### src/rtl/me_stage_pkg.sv
// Shared definitions for the memory-access (ME) stage: bus sizes,
// field positions of the EX->ME and ME->WB buses, and the EX payload struct.
package me_stage_pkg;

    localparam int EX_TO_ME_BUS_SIZE = 78;
    localparam int ME_TO_WB_BUS_SIZE = 71;

    // EX->ME bus field positions (LSB of multi-bit fields)
    localparam int EX_SYSCALL      = 77;
    localparam int EX_ERTN         = 76;
    localparam int EX_SIGNED       = 75;
    localparam int EX_BYTE         = 74;
    localparam int EX_HALF         = 73;
    localparam int EX_OFFSET_LSB   = 71;
    localparam int EX_PC_LSB       = 39;
    localparam int EX_RESULT_LSB   = 7;
    localparam int EX_RES_FROM_MEM = 6;
    localparam int EX_GR_WE        = 5;
    localparam int EX_DEST_LSB     = 0;

    // ME->WB bus field positions. gr_we is folded into the destination
    // field: an instruction that does not write the register file carries
    // dest 0 (r0 writes are discarded anyway), which keeps the bus at 71 bits.
    localparam int WB_SYSCALL      = 70;
    localparam int WB_ERTN         = 69;
    localparam int WB_PC_LSB       = 37;
    localparam int WB_RESULT_LSB   = 5;
    localparam int WB_DEST_FLAG    = 0;

    typedef struct packed {
        logic        syscall;
        logic        ertn;
        logic        ld_signed;
        logic        ld_byte;
        logic        ld_half;
        logic [1:0]  offset;
        logic [31:0] pc;
        logic [31:0] result;
        logic        res_from_mem;
        logic        gr_we;
        logic [4:0]  dest;
    } ex_me_bus_t;

endpackage

### src/rtl/me_load_align.sv
// Load data alignment: picks byte/half/word out of the SRAM read word
// and sign- or zero-extends it to 32 bits. Purely combinational.
module me_load_align (
    input  logic [31:0] rdata_i,
    input  logic [1:0]  offset_i,
    input  logic        byte_i,
    input  logic        half_i,
    input  logic        signed_i,
    output logic [31:0] load_data_o
);

    logic [7:0]  byte_sel;
    logic [15:0] half_sel;

    // Select the addressed lane and extend it according to the access size
    always_comb begin
        byte_sel    = rdata_i[7:0];
        half_sel    = rdata_i[15:0];
        load_data_o = rdata_i;
        case (offset_i)
            2'd0:    byte_sel = rdata_i[7:0];
            2'd1:    byte_sel = rdata_i[15:8];
            2'd2:    byte_sel = rdata_i[23:16];
            default: byte_sel = rdata_i[31:24];
        endcase
        // offset[0] is irrelevant for halves: misaligned accesses trap in EX
        half_sel = offset_i[1] ? rdata_i[31:16] : rdata_i[15:0];
        if (byte_i) begin
            load_data_o = {{24{signed_i & byte_sel[7]}}, byte_sel};
        end else if (half_i) begin
            load_data_o = {{16{signed_i & half_sel[15]}}, half_sel};
        end
    end

endmodule

### src/rtl/me_stage.sv
// ME stage of the 5-stage LoongArch pipeline: latches the EX payload,
// finishes loads from the synchronous data SRAM, forwards to ID and
// hands the result to WB. Drops its contents on excp/ertn flush.
// Optional build macro ME_RDATA_HOLD_EN: capture SRAM read data on a WB
// stall so load results survive SRAMs whose output does not persist.
module me_stage
    import me_stage_pkg::*;
#(
    parameter int EX_ME_W = EX_TO_ME_BUS_SIZE,
    parameter int ME_WB_W = ME_TO_WB_BUS_SIZE
) (
    input  logic               clk,
    input  logic               reset,
    input  logic               EX_to_ME_Valid,
    input  logic [EX_ME_W-1:0] EX_to_ME_Bus,
    output logic               ME_Allow_in,
    output logic               ME_to_WB_Valid,
    input  logic               WB_Allow_in,
    output logic [ME_WB_W-1:0] ME_to_WB_Bus,
    input  logic [31:0]        data_sram_rdata,
    output logic [4:0]         ME_dest,
    output logic [31:0]        ME_Forward_Res,
    output logic               ME_to_ID_Sys_op,
    input  logic               excp_flush,
    input  logic               ertn_flush
);

    logic        me_valid_q, me_valid_d;
    ex_me_bus_t  payload_q, payload_d;
    logic        flush;
    logic        accept;
    logic [31:0] rdata_sel;
    logic [31:0] load_data;
    logic [31:0] final_result;

    // ME never needs more than one cycle, so ready-go is constant 1
    assign ME_Allow_in = !me_valid_q | WB_Allow_in;
    assign flush       = excp_flush | ertn_flush;
    assign accept      = ME_Allow_in & EX_to_ME_Valid;

    // Next-state for valid bit (flush beats a new arrival) and payload
    always_comb begin
        me_valid_d = me_valid_q;
        payload_d  = payload_q;
        if (flush) begin
            me_valid_d = 1'b0;
        end else if (ME_Allow_in) begin
            me_valid_d = EX_to_ME_Valid;
        end
        // payload is not cleared on flush; the valid bit gates it
        if (accept) begin
            payload_d = ex_me_bus_t'(EX_to_ME_Bus);
        end
    end

    // Stage registers
    always_ff @(posedge clk) begin
        if (reset) begin
            me_valid_q <= 1'b0;
            payload_q  <= '0;
        end else begin
            me_valid_q <= me_valid_d;
            payload_q  <= payload_d;
        end
    end

`ifdef ME_RDATA_HOLD_EN
    logic        held_q, held_d;
    logic [31:0] hold_data_q, hold_data_d;

    // Capture rdata on the first stalled cycle; release on new accept/flush
    always_comb begin
        held_d      = held_q;
        hold_data_d = hold_data_q;
        if (flush || accept) begin
            held_d = 1'b0;
        end else if (me_valid_q && !WB_Allow_in && !held_q) begin
            held_d      = 1'b1;
            hold_data_d = data_sram_rdata;
        end
    end

    // Hold register state
    always_ff @(posedge clk) begin
        if (reset) begin
            held_q      <= 1'b0;
            hold_data_q <= '0;
        end else begin
            held_q      <= held_d;
            hold_data_q <= hold_data_d;
        end
    end

    assign rdata_sel = held_q ? hold_data_q : data_sram_rdata;
`else
    // Live SRAM data only: relies on WB accepting every cycle
    assign rdata_sel = data_sram_rdata;
`endif

    me_load_align u_load_align (
        .rdata_i     (rdata_sel),
        .offset_i    (payload_q.offset),
        .byte_i      (payload_q.ld_byte),
        .half_i      (payload_q.ld_half),
        .signed_i    (payload_q.ld_signed),
        .load_data_o (load_data)
    );

    assign final_result    = payload_q.res_from_mem ? load_data : payload_q.result;
    assign ME_to_WB_Valid  = me_valid_q;
    assign ME_Forward_Res  = final_result;
    assign ME_dest         = payload_q.dest & {5{me_valid_q & payload_q.gr_we}};
    assign ME_to_ID_Sys_op = (payload_q.syscall | payload_q.ertn) & me_valid_q;
    assign ME_to_WB_Bus    = {payload_q.syscall, payload_q.ertn, payload_q.pc,
                              final_result, payload_q.dest & {5{payload_q.gr_we}}};

endmodule

### config.mk
export PLATFORM = sky130hd
export DESIGN_NAME = me_stage
export DESIGN_NICKNAME = d
export VERILOG_FILES = /design/src/rtl/me_stage_pkg.sv /design/src/rtl/me_load_align.sv /design/src/rtl/me_stage.sv
export SDC_FILE = /design/constraint.sdc
export NUM_CORES = 1
export LEC_CHECK = 0
export ABC_AREA = 1
export CAP_MARGIN = 0
export CORE_ASPECT_RATIO = 0.5
export CORE_MARGIN = 4
export CORE_UTILIZATION = 30
export CTS_CLUSTER_SIZE = 24
export DETAILED_ROUTE_END_ITERATION = 12
export MAX_ROUTING_LAYER = met4
export SLEW_MARGIN = 0
export SYNTH_ARGS = -nofsm -noshare
export SYNTH_HDL_FRONTEND = slang
export SYNTH_SLANG_ARGS = --single-unit
### constraint.sdc
create_clock -name clk -period 3.7 [get_ports clk]
set_clock_uncertainty 0.05 [all_clocks]
set_input_delay 1.11 -clock clk [delete_from_list [all_inputs] [get_ports clk]]
set_output_delay 1.11 -clock clk [all_outputs]
set_load 0.01 [all_outputs]
==> out/qor.yml, run 1 <==
worst_hold_path:
  whs_path_depth: 2
  worstHoldStart: "ME_to_WB_Bus[50]"
  hp-class: "reg -> reg"
  hold_end: "ME_to_WB_Bus[50]"
route:
  routedWlPerCell_um: 14.7
  dr.first_iter.drc_count: 255
  routed_wl_um: 15900
  drc: 0
  firstDrtPassIters: 4
  vias_per_cell: 4.55
  ant_nets: 0
  num_vias: 4913
setup_path:
  r2r_slack_ns: 2.03
  arrival_ns: 2.47
  worstPathMaxFanout: 5
  end_kind: "primary output"
  worstSetupPathType: "in -> out"
  cp-start-kind: "input port"
  required_ns: 2.54
  worstReg2RegStart: "ME_to_WB_Valid"
  rr_endpoint: "payload_q[9]"
  rr_worst_depth: 5
power:
  leakagePower_nw: 3.22
  intPower_w: 0.00174
  power.total_w: 0.00251
  vdd_drop_max_mv: 0.185
  p_sw_share_pct: 30.9
  p_clk_share_pct: 34.9
  power.density_mw_per_mm2: 367
  p_comb_share_pct: 27.1
  power.switching_w: 0.000776
  p_seq_share_pct: 38.1
sta:
  setup_violations: 0
  hold_slack_ns: 0.429
  max_freq_mhz: 275
  period_share_pct: 98.2
  hold_viol_final: 0
  min_period_ns: 3.63
  slew_headroom_pct: 49.4
  rsz0062_at_grt: "false"
  tightestPinTransition_ns: 0.755
  slew_viol_final: 0
placement:
  dp_hpwl_um: 11500
  portBuffers: 226
  placed_cell_area_mm2: 0.00648
  place_congestion: 0.842
global_route:
  grt_pass1_vias: 4732
  overflow: 0
  antenna_found_initial: 0
  track_usage_pct: 18.3
  grt_pass1_wl_um: 24900
  grt_max_degree: 83
synthesis:
  synth_nets: 843
  yosysSeqAreaShare_pct: 34.5
  ys_ff_latch: 79
  synthAdderAreaFrac_pct: 0
  yosys_warnings: 0
  syn_inst: 727
  synthXorXnorAreaFrac_pct: 0
  synth_compound_area_share_pct: 13.7
  yosys.area_share.simple_pct: 33.7
  synth_area_per_cell_um2: 6.30
  ys_types: 23
  syn-cell-area_mm2: 0.00458
  synthMuxAreaShare_pct: 0
  synth_top_family_by_area: "simple AND/OR/NAND/NOR gates"
floorplanning:
  die_h_um: 95.4
  coreArea_mm2: 0.0147
  die-area_mm2: 0.0174
  pin_count: 227
  rows: 31
  fp.dieW_um: 183
  initial_core_util_pct: 31.2
final_layout:
  area_delta_synth_final_pct: 49.5
  n_antenna_cell: 0
  n_fill_cell: 1541
  drive_above_1_share_pct: 12.1
  final_cell_mix: "nand2_1, nor2_1, clkdlybuf4s50_1"
  post-route-cell-area_mm2: 0.00685
  seqCellArea_mm2: 0.00158
  final_common_cell: "nand2_1"
  multi_input_area_mm2: 0.00229
  fin_nets: 993
outcome:
  status: "completed"
clocking:
  clock_path_buffers: 2
  path_clk_slew_ns: 0.06
  insertion_delay_ns: 0.34
  cts_made_buffers: 9
  tritoncts: "done"
  cts_sinks: 79
  h-tree-depth: 3
  cts_hold_buf: 0
  cts-root-buf: "clkbuf_16"
run:
  cap_violations: 0
-- routing by layer --
metal  global-route usage (%)  up-vias  share of wire, %
li1                         -     2515                 -
met1                     23.0     2238                44
met2                     31.0      145                49
met3                     3.73       15               5.7
met4                     4.06        0               1.3
met5                        -        -                 0
-- worst max path at each step --
stage	cells past startpoint	from	slack [ns]	endpoint
floorplan	6	data_sram_rdata[31]	0.52	ME_to_WB_Bus[20]
global placement	8	data_sram_rdata[31]	-0.52	ME_to_WB_Bus[19]
detailed placement	8	data_sram_rdata[31]	-0.55	ME_to_WB_Bus[19]
CTS	10	data_sram_rdata[7]	-0.03	ME_Forward_Res[8]
global route	8	data_sram_rdata[26]	0.005	ME_Forward_Res[10]
finish	9	data_sram_rdata[31]	0.07	ME_Forward_Res[7]
-- synthesized netlist by cell type (all sizes together) --
| master | count | area [um2] |
|---|---|---|
| a21oi | 19 | 95.1 |
| a31oi | 1 | 6.26 |
| buf | 86 | 626 |
| clkbuf | 23 | 86.3 |
| clkinv | 1 | 3.75 |
| dfxtp | 79 | 1580 |
| inv | 28 | 108 |
| nand2 | 196 | 778 |
| nand3 | 13 | 87.6 |
| nor2 | 178 | 673 |
| nor4 | 1 | 6.26 |
| o211ai | 7 | 52.6 |
| o21ai | 95 | 475 |
-- flip-flops by register name (all words and copies together) (netlist names) --
signal / count
payload_q: 44
ME_to_WB_Valid: 1
ME_to_WB_Bus: 34
-- power by group through the flow --
stage               sequential [W]  clock, W  combinational, W
finish                    0.000957  0.000875          0.000679
global route              0.000965  0.000944          0.000751
CTS                       0.000957  0.000905          0.000688
detailed placement        0.000973         0          0.000716
global placement          0.000971         0          0.000712
floorplan                 0.000960         0          0.000403
-- through the flow --
stage	instances	TNS, ns	utilization, %	setup WS [ns]
floorplan	727	0	-	0.518
global placement	1052	-25.05	44.1	-0.519
detailed placement	1052	-27.05	44.1	-0.547
CTS	1080	-0.0535	46.6	-0.0271
global route	1080	0	46.6	0.00543
finish	1080	0	46.6	0.0676
-- timing repair --
item                                   4_1_cts  5_1_grt
gates cloned                                 3        0
endpoints found under the hold margin        0        0
setup endpoints to repair                   64       52
setup buffers                                9        0
gates resized for setup                    187        7
pin swaps                                   15        2
-- critical path, stage by stage --
cell and delay [ns]:
dlygate4sd2_1 0.26, nor2_1 0.20, nor2_4 0.07, buf_12 0.14, buf_4 0.13, buf_4 0.12
nand2_1 0.05, a31oi_1 0.11, clkdlybuf4s15_2 0.27
-- logic make-up after synthesis --
| group | after synthesis |
|---|---|
| buffers and inverters | 138 |
| and+or+nand+nor | 388 |
| DFF | 79 |
| AOI/OAI and AO/OA | 122 |
-- cell type report --
class / count / area share (%)
Clock inverter: 6 / 0.731
Tap cell: 198 / 3.62
Clock buffer: 10 / 3.49
Sequential cell: 79 / 23.1
Timing Repair Buffer: 245 / 34.0
Multi-Input combinational cell: 513 / 33.5
Inverter: 29 / 1.63
(Power assumes the default switching activity.)
==> run 2, diff against run 1 <==
--- a/config.mk
+++ b/config.mk
@@ -8,12 +8,13 @@
 export ABC_AREA = 1
 export CAP_MARGIN = 0
 export CORE_ASPECT_RATIO = 0.5
-export CORE_MARGIN = 4
+export CORE_MARGIN = 2
 export CORE_UTILIZATION = 30
 export CTS_CLUSTER_SIZE = 24
 export DETAILED_ROUTE_END_ITERATION = 12
+export GPL_TIMING_DRIVEN = 0
 export MAX_ROUTING_LAYER = met4
-export SLEW_MARGIN = 0
+export SLEW_MARGIN = 30
 export SYNTH_ARGS = -nofsm -noshare
 export SYNTH_HDL_FRONTEND = slang
 export SYNTH_SLANG_ARGS = --single-unit
==> out/qor.yml, run 2 (same netlist as run 1, synthesis figures left out) <==
outcome:
  status: "completed"
floorplanning:
  pin_count: 227  # unchanged
  die-area_mm2: 0.0163  # -6.3%
  coreArea_mm2: 0.0147  # unchanged
  die_h_um: 91.4  # -4.2%
  initial_core_util_pct: 31.2  # unchanged
  fp.dieW_um: 179  # -2.2%
  rows: 31  # unchanged
setup_path:
  arrival_ns: 2.51  # +0.04 ns
  r2r_slack_ns: 1.98  # -0.05 ns
  worstReg2RegStart: "ME_to_WB_Valid"
  required_ns: 2.54  # about the same
  rr_endpoint: "payload_q[71]"
  rr_worst_depth: 6  # +1
  end_kind: "primary output"
  worstSetupPathType: "in -> out"
  timing.critical_path.from: "data_sram_rdata[19]"
  cp-start-kind: "input port"
  worstPathMaxFanout: 3  # -2
  crit_path_end: "ME_to_WB_Bus[8]"
run:
  cap_violations: 0  # unchanged
sta:
  rsz0062_at_grt: "true"
  tightestPinTransition_ns: 0.635  # -0.120 ns
  hold_slack_ns: 0.433  # +0.00375 ns
  slew_viol_final: 0  # unchanged
  max_freq_mhz: 273  # -0.98%
  min_period_ns: 3.67  # +0.0360 ns
  setup_violations: 0  # unchanged
  fin_setup_tns_ns: 0  # unchanged
  hold_viol_final: 0  # unchanged
  period_share_pct: 99.1  # +0.97 points
  slew_headroom_pct: 57.7  # +8.3 points
power:
  leakagePower_nw: 3.72  # +15%
  vdd_drop_max_mv: 0.253  # +37%
  power.density_mw_per_mm2: 347  # -5.5%
placement:
  portBuffers: 226  # unchanged
  dp_hpwl_um: 13000  # +13%
  place_inst: 1151  # +9.4%
  place_congestion: 0.870  # +3.4%
  placed_cell_area_mm2: 0.00709  # +9.4%
route:
  routed_wl_um: 16300  # +2.1%
  firstDrtPassIters: 5  # +1
  dr.first_iter.drc_count: 291  # +14%
  ant_nets: 0  # unchanged
  num_vias: 5222  # +6.3%
  routedWlPerCell_um: 13.9  # -6.0%
  drc: 0  # unchanged
  vias_per_cell: 4.45  # -2.1%
global_route:
  grt_max_degree: 17  # -80%
  grt_pass1_vias: 4931  # +4.2%
  antenna_found_initial: 0  # unchanged
  track_usage_pct: 20.2  # +1.9 points
  overflow: 0  # unchanged
  grt_pass1_wl_um: 25000  # +0.64%
final_layout:
  post-route-cell-area_mm2: 0.00753  # +10%
  final_common_cell: "nand2_1"
  largest_register_ffs: 44  # unchanged
  top_register: "payload_q"
  n_fill_cell: 1549  # +0.52%
  area_delta_synth_final_pct: 64.4
  fin_cells: 1173  # +8.6%
  n_antenna_cell: 0  # unchanged
  final_cell_mix: "nand2_1, nor2_1, clkdlybuf4s50_1"
  drive_above_1_share_pct: 17.0  # +4.9 points
  fin_nets: 1086  # +9.4%
clocking:
  tritoncts: "done"
  h-tree-depth: 3  # unchanged
  cts-root-buf: "clkbuf_16"
  path_clk_slew_ns: 0.07  # about the same
  cts_sinks: 79  # unchanged
  cts_made_buffers: 9  # unchanged
  insertion_delay_ns: 0.34  # about the same
  clock_path_buffers: 2  # unchanged
worst_hold_path:
  hp-class: "reg -> reg"
[run 2: where the power goes]
group          total (W)  leakage, nW  internal, W  switching [W]
Sequential      0.000951        0.657     0.000913      0.0000379
Clock           0.000872        0.147     0.000489       0.000383
Combinational   0.000787         2.91     0.000419       0.000369
[run 2: per-stage QoR]
stage	util (%)	worst slack, ns	total power, W
floorplan	-	0.518	0.00136
global placement	48.2	-0.660	0.00178
detailed placement	48.2	-0.664	0.00179
CTS	50.4	0.0140	0.00263
global route	51.2	-0.0166	0.00275
finish	51.2	0.0316	0.00261
[run 2: timing repair]
item | in CTS | in global routing
buffers inserted | 0 | 3
hold buffers | 0 | 0
resized for setup | 99 | 48
endpoints found under the setup margin | 64 | 27
pin swaps | 10 | 12
cloned | 2 | 1
[run 2: final cells by class]
| type | count | area [um2] | area share (%) |
|---|---|---|---|
| timing repair buffer | 232 | 2290 | 30.4 |
| multi-input combinational | 510 | 2280 | 30.2 |
| sequential | 79 | 1580 | 21.0 |
| buffer | 109 | 719 | 9.56 |
| tap | 198 | 248 | 3.29 |
| clock buffer | 10 | 239 | 3.17 |
| inverter | 29 | 111 | 1.48 |
| clock inverter | 6 | 60.1 | 0.798 |
[run 2: how the worst min path moves through the flow]
| stage | slack, ns | startpoint | cells after the start | end |
|---|---|---|---|---|
| after floorplan | 0.40 | payload_q[4] | 2 | payload_q[4] |
| after global placement | 0.41 | ME_to_WB_Bus[59] | 2 | ME_to_WB_Bus[59] |
| after detailed placement | 0.42 | payload_q[3] | 2 | payload_q[3] |
| after CTS | 0.44 | payload_q[36] | 2 | payload_q[36] |
| after global routing | 0.45 | ME_to_WB_Bus[41] | 2 | ME_to_WB_Bus[41] |
| final | 0.43 | ME_to_WB_Bus[57] | 2 | ME_to_WB_Bus[57] |
[run 2: per-layer routing]
layer | vias up | share of wire (%) | wire length (um) | global-route usage [%]
li1 | 2696 | - | - | -
met1 | 2371 | 46 | 7450 | 25.8
met2 | 148 | 48 | 7760 | 33.4
met3 | 7 | 5.8 | 947 | 4.10
met4 | 0 | 0.60 | 97 | 3.66
met5 | - | 0 | 0 | -
[run 2: critical path, cell delays in order]
cell             delay [ns]
clkdlybuf4s50_1        0.48
nor2_2                 0.15
o21ai_2                0.07
a21oi_2                0.22
nor2_2                 0.07
buf_4                  0.13
dlygate4sd2_1          0.28
